[config.mk]
export PLATFORM = sky130hd
export DESIGN_NAME = if_id_stage
export DESIGN_NICKNAME = d
export VERILOG_FILES = /design/src/rtl/mips_pkg.sv /design/src/rtl/hazard_detect.sv /design/src/rtl/if_id_stage.sv
export SDC_FILE = /design/constraint.sdc
export NUM_CORES = 1
export LEC_CHECK = 0
export CAP_MARGIN = 10
export CORE_ASPECT_RATIO = 1.75
export CORE_MARGIN = 10
export CORE_UTILIZATION = 41
export DETAILED_ROUTE_END_ITERATION = 12
export MAX_ROUTING_LAYER = met4
export PLACE_DENSITY = 0.9
export SLEW_MARGIN = 40
export SYNTH_ARGS = -nofsm -noshare
export SYNTH_HDL_FRONTEND = slang
export SYNTH_SLANG_ARGS = --single-unit
[constraint.sdc]
create_clock -name clk -period 3.2 [get_ports clk]
set_clock_uncertainty 0.2 [all_clocks]
set_input_delay 0.64 -clock clk [delete_from_list [all_inputs] [get_ports clk]]
set_output_delay 0.64 -clock clk [all_outputs]
set_load 0.1 [all_outputs]
[src/rtl/mips_pkg.sv]
// Shared MIPS32 core definitions: opcodes, NOP encoding and PC width.
// Included by every pipeline-stage module that decodes instructions.
package mips_pkg;

    localparam int PC_W = 10;

    localparam logic [5:0] OP_RTYPE = 6'h00;
    localparam logic [5:0] OP_J     = 6'h02;
    localparam logic [5:0] OP_BEQ   = 6'h04;
    localparam logic [5:0] OP_BNE   = 6'h05;
    localparam logic [5:0] OP_LW    = 6'h23;
    localparam logic [5:0] OP_SW    = 6'h2B;

    localparam logic [31:0] NOP_INSTR = 32'h0;

    // rt is only read as an operand by these formats; elsewhere it is a destination
    function automatic logic rt_is_source(input logic [5:0] op);
        return (op == OP_RTYPE) || (op == OP_BEQ) || (op == OP_BNE) || (op == OP_SW);
    endfunction

endpackage

[src/rtl/hazard_detect.sv]
// Combinational load-use and branch-operand hazard detection for the ID stage.
module hazard_detect
    import mips_pkg::*;
(
    input  logic       valid_i,
    input  logic [5:0] op_i,
    input  logic [4:0] rs_i,
    input  logic [4:0] rt_i,
    input  logic       ex_mem_read_i,
    input  logic       ex_reg_write_i,
    input  logic [4:0] ex_write_reg_i,
    input  logic       mem_mem_read_i,
    input  logic [4:0] mem_write_reg_i,
    output logic       stall_o
);

    logic isBranch;
    logic exMatchRs;
    logic exMatchRt;
    logic memMatchAny;
    logic loadUse;
    logic branchHazard;

    assign isBranch    = (op_i == OP_BEQ) || (op_i == OP_BNE);
    assign exMatchRs   = (ex_write_reg_i != 5'd0) && (ex_write_reg_i == rs_i);
    assign exMatchRt   = (ex_write_reg_i != 5'd0) && (ex_write_reg_i == rt_i);
    assign memMatchAny = (mem_write_reg_i != 5'd0) &&
                         ((mem_write_reg_i == rs_i) || (mem_write_reg_i == rt_i));

    assign loadUse = ex_mem_read_i && (exMatchRs || (rt_is_source(op_i) && exMatchRt));

    // Branches compare in ID, so any in-flight producer must finish first
    assign branchHazard = isBranch &&
                          ((ex_reg_write_i && (exMatchRs || exMatchRt)) ||
                           (mem_mem_read_i && memMatchAny));

    assign stall_o = valid_i && (loadUse || branchHazard);

endmodule

[src/rtl/if_id_stage.sv]
// IF/ID pipeline register with hazard stalls, early branch/jump resolution
// and saturating stall/flush performance counters.
module if_id_stage
    import mips_pkg::*;
#(
    parameter int CNT_W = 16
) (
    input  logic             clk,
    input  logic             reset,
    input  logic [PC_W-1:0]  pc_plus4_in,
    input  logic [31:0]      instr_in,
    input  logic [31:0]      rs_data,
    input  logic [31:0]      rt_data,
    input  logic             ex_mem_read,
    input  logic             ex_reg_write,
    input  logic [4:0]       ex_write_reg,
    input  logic             mem_mem_read,
    input  logic [4:0]       mem_write_reg,
    output logic             if_en,
    output logic             branch_taken,
    output logic [PC_W-1:0]  branch_address,
    output logic             jump,
    output logic [PC_W-1:0]  jump_address,
    output logic [PC_W-1:0]  id_pc_plus4,
    output logic [31:0]      id_instr,
    output logic             id_valid,
    output logic             id_bubble,
    output logic [CNT_W-1:0] stall_cnt,
    output logic [CNT_W-1:0] flush_cnt
);

    logic [31:0]      instrQ, instrD;
    logic [PC_W-1:0]  pcQ, pcD;
    logic             validQ, validD;
    logic [CNT_W-1:0] stallCntQ, stallCntD;
    logic [CNT_W-1:0] flushCntQ, flushCntD;

    logic [5:0] op;
    logic       stall;
    logic       flush;
    logic       operandsEqual;

    assign op            = instrQ[31:26];
    assign operandsEqual = (rs_data == rt_data);

    hazard_detect uHazard (
        .valid_i         (validQ),
        .op_i            (op),
        .rs_i            (instrQ[25:21]),
        .rt_i            (instrQ[20:16]),
        .ex_mem_read_i   (ex_mem_read),
        .ex_reg_write_i  (ex_reg_write),
        .ex_write_reg_i  (ex_write_reg),
        .mem_mem_read_i  (mem_mem_read),
        .mem_write_reg_i (mem_write_reg),
        .stall_o         (stall)
    );

    assign branch_taken   = validQ && !stall &&
                            (((op == OP_BEQ) && operandsEqual) ||
                             ((op == OP_BNE) && !operandsEqual));
    assign jump           = validQ && !stall && (op == OP_J);
    assign branch_address = pcQ + {instrQ[7:0], 2'b00};
    assign jump_address   = {instrQ[7:0], 2'b00};
    assign flush          = branch_taken || jump;

    assign if_en     = !stall;
    assign id_bubble = stall;

    // Stall holds, a redirect squashes the wrong-path fetch, otherwise advance
    always_comb begin
        instrD    = instr_in;
        pcD       = pc_plus4_in;
        validD    = 1'b1;
        stallCntD = stallCntQ;
        flushCntD = flushCntQ;
        if (stall) begin
            instrD = instrQ;
            pcD    = pcQ;
            validD = validQ;
        end else if (flush) begin
            instrD = NOP_INSTR;
            pcD    = '0;
            validD = 1'b0;
        end
        if (stall && (stallCntQ != {CNT_W{1'b1}}))
            stallCntD = stallCntQ + 1'b1;
        if (flush && (flushCntQ != {CNT_W{1'b1}}))
            flushCntD = flushCntQ + 1'b1;
    end

    always_ff @(posedge clk or posedge reset) begin
        if (reset) begin
            instrQ    <= NOP_INSTR;
            pcQ       <= '0;
            validQ    <= 1'b0;
            stallCntQ <= '0;
            flushCntQ <= '0;
        end else begin
            instrQ    <= instrD;
            pcQ       <= pcD;
            validQ    <= validD;
            stallCntQ <= stallCntD;
            flushCntQ <= flushCntD;
        end
    end

    assign id_instr    = instrQ;
    assign id_pc_plus4 = pcQ;
    assign id_valid    = validQ;
    assign stall_cnt   = stallCntQ;
    assign flush_cnt   = flushCntQ;

endmodule

==> results.toml <==
[yosys]
yosysWarnings = 0
yosys.area.top_type_share_pct = 42.91
avgSynthCellArea_um2 = 9.593
yosysSeqAreaShare_pct = 42.91
synthTopCellsByArea = "dfrtp_1, xor2_1, nand2_1, xnor2_1, o21ai_0"
synthTopCellsByCount = "nand2_1, dfrtp_1, xor2_1"
synth_area_leader_cell = "dfrtp_1"
yosysMostFrequentCell = "nand2_1"
dominantRegCellSynth = "dfrtp_1"
synthArstFlopShare_pct = 100.0
synth_cells = 456
synth_edf_count = 0
synth.cell_area_um2 = 4374
synth-seq-cells = 75
synth_cell_types = 53

[setup_path]
setup.worst_path.class = "input port to output port"
r2r_slack_ps = 400
r2r-start = "id_instr[27]"
cp_top_family = "simple AND/OR/NAND/NOR gates"
endpoint_kind = "output port"
arrival_ps = 2380
reg2reg_to = "stall_cnt[15]"
slowest_delay_ps = 370
cp_cell_sequence = "clkdlybuf4s15_1 > xor2_1 > nor4_2 > nand4_1 > or3_1 > a21o_1 > nor2_4 > buf_12"
cp_slowest_cell = "or3_1"
reg2reg_depth = 11
cp-start-kind = "input port"
crit_buf_inv = 2
path_max_fanout = 2
crit_required_ps = 2360

[grt]
grt_first_pass_wirelength_um = 25340
grt_overflow_total = 0
gr-usage-all-layers_pct = 21.48
antenna_found_initial = 5
grt_start_max_net_pins = 38
grt_pass1_vias = 4537

[clock_network]
clk_latency_ps = 340
htreeDepth = 3
clockBufferDepth = 2
cts_root_buffer = "clkbuf_16"
clkSinkCount = 75
cts_tree = "done"
hold_buffers = 0
path_clk_slew_ps = 60
cts_buffers = 9

[pwr]
finalPower_uw = 3903
ir_worst_vdd_v = 0.0007132
leakagePower_uw = 0.003391
powerDensity_nw_per_um2 = 542.0

[routing]
vias = 4261
vias_per_cell = 5.171
ant_nets = 0
wl_um = 16890
drtIter0Drc = 164
avgRoutedWirePerCell_um = 20.49
dr.pass1.iters = 6
drc_errors = 0

[timing]
fin_crit_sh_pct = 100.7
finalHoldViolations = 0
max_freq_ghz = 0.3104
rsz0062_at_grt = "yes"
layout_min_cycle_time_ps = 3222
worstMarginPinSlew_ps = 599.6
setup_ws_ps = -21.90
relSlewSlack_pct = 59.98
maxSlewViolCount = 0
tns_ps = -21.90
setup_viol = 1

[floorplanning]
core_area_um2 = 10360
die_width_um = 98.08
start_util_pct = 42.22
fp-row-count = 49
die_area_um2 = 15360
pin_count = 220
die_h_um = 156.6

[hold_path]
hold_end = "id_instr[15]"
hold_path_depth = 2
hp-class = "flip-flop to flip-flop"
worstHoldStart = "id_instr[15]"

[final_layout]
drive_above_1_share_pct = 32.66
fin_cells = 824
fin_nets = 818
syn_to_final_growth_pct = 64.62

[place]
place_hpwl_um = 13380
dp_cells = 795
gp_congestion = 0.9542
port_buffers = 217

[flow_run]
cap_viol_max_count = 0

[status]
failed_checks = "setup timing"
status = "complete, but fails checks"
[worst max-delay path by stage]
stage                            from           endpoint  slack (ps)  cells past startpoint
after floorplan           id_instr[0]  branch_address[8]        -220                      9
after global placement    rt_data[31]       branch_taken        -310                      8
after detailed placement  rt_data[11]       id_instr[10]        -390                      9
after CTS                 rt_data[19]       branch_taken           1                      8
after global routing       rs_data[8]       branch_taken        -120                      8
final                     rt_data[24]       branch_taken         -20                      8
[tightest hold or removal path, cell delays in order (launching register included)]
cell     delay [ps]
dfrtp_1         350
nand2_1          50
o21ai_0          60
[through the flow]
stage | instance area (um^2) | util [%] | hold WS [ps] | setup slack, ps
floorplan | 4551 | - | 570.5 | -221.7
global placement | 6733 | 64.98 | 264.8 | -314.2
detailed placement | 6733 | 64.98 | 282.8 | -388.5
CTS | 7121 | 68.72 | 298.4 | 1.012
global route | 7201 | 69.50 | 325.2 | -124.2
finish | 7201 | 69.50 | 289.6 | -21.90
[state kept, by name, indices dropped and copies added (netlist names)]
register,cells
id_pc_plus4,10
id_instr,32
id_valid,1
flush_cnt,16
stall_cnt,16
[layer usage]
layer,GRT usage (%),vias up,routed length (um)
li1,-,1999,-
met2,39.59,162,9655
met3,4.453,25,797
met1,21.37,2075,6116
met4,8.693,0,317
met5,-,-,0
[area by class of cell]
class,instances,area (um^2)
clock inverters,6,63.81
inverters,12,51.30
diodes,5,12.51
repair buffers,248,2217
flip-flops and latches,75,1908
clock buffers,10,239.0
multi-input cells,341,2550
fillers,762,3161
well taps,127,158.9
[where the power goes]
group	total, uW	leakage [uW]	internal, uW	switching (uW)
Clock	1030	0.000145	625	409
Combinational	1740	0.00233	507	1230
Sequential	1130	0.000913	1030	99.5
[repair_timing]
item                                    in CTS  in global routing
endpoints found under the setup margin      23                 40
gates resized for setup                    105                 25
buffers inserted                             5                  3
cloned                                       0                  0
pin swaps                                   47                 27
[cells in the final DEF (no fill, tap or decap), types with 4 or more instances in the layout]
master / instances
clkbuf_16: 9
clkdlybuf4s15_1: 18
nand4_1: 14
clkdlybuf4s50_1: 47
xnor2_2: 5
dfrtp_1: 50
and2_1: 5
clkbuf_2: 4
dlymetal6s2s_1: 4
and3_1: 14
ha_1: 7
nand2_1: 90
nor4_2: 7
buf_4: 116
buf_12: 9
inv_1: 9
xnor2_1: 28
dfrtp_2: 25
o21ai_0: 41
nand3_1: 11
dlygate4sd2_1: 47
xor2_1: 47
diode_2: 5
[logic make-up (layout without fill, tap and decap cells)]
| group | after synthesis | count (layout) | share of synthesized area [%] |
|---|---|---|---|
| buffers and inverters | 41 | 276 | 5.349 |
| flip-flops | 75 | 75 | 42.91 |
| XOR/XNOR | 86 | 86 | 17.39 |
| adder cells (fa/ha/maj) | 10 | 10 | 3.032 |
| other | 1 | 7 | 0.08573 |
| multiplexers | 4 | 4 | 1.087 |
| AO/OA/AOI/OAI | 67 | 67 | 9.468 |
| AND/OR/NAND/NOR | 172 | 172 | 20.68 |
No activity file was read; power rests on OpenSTA's default activity.
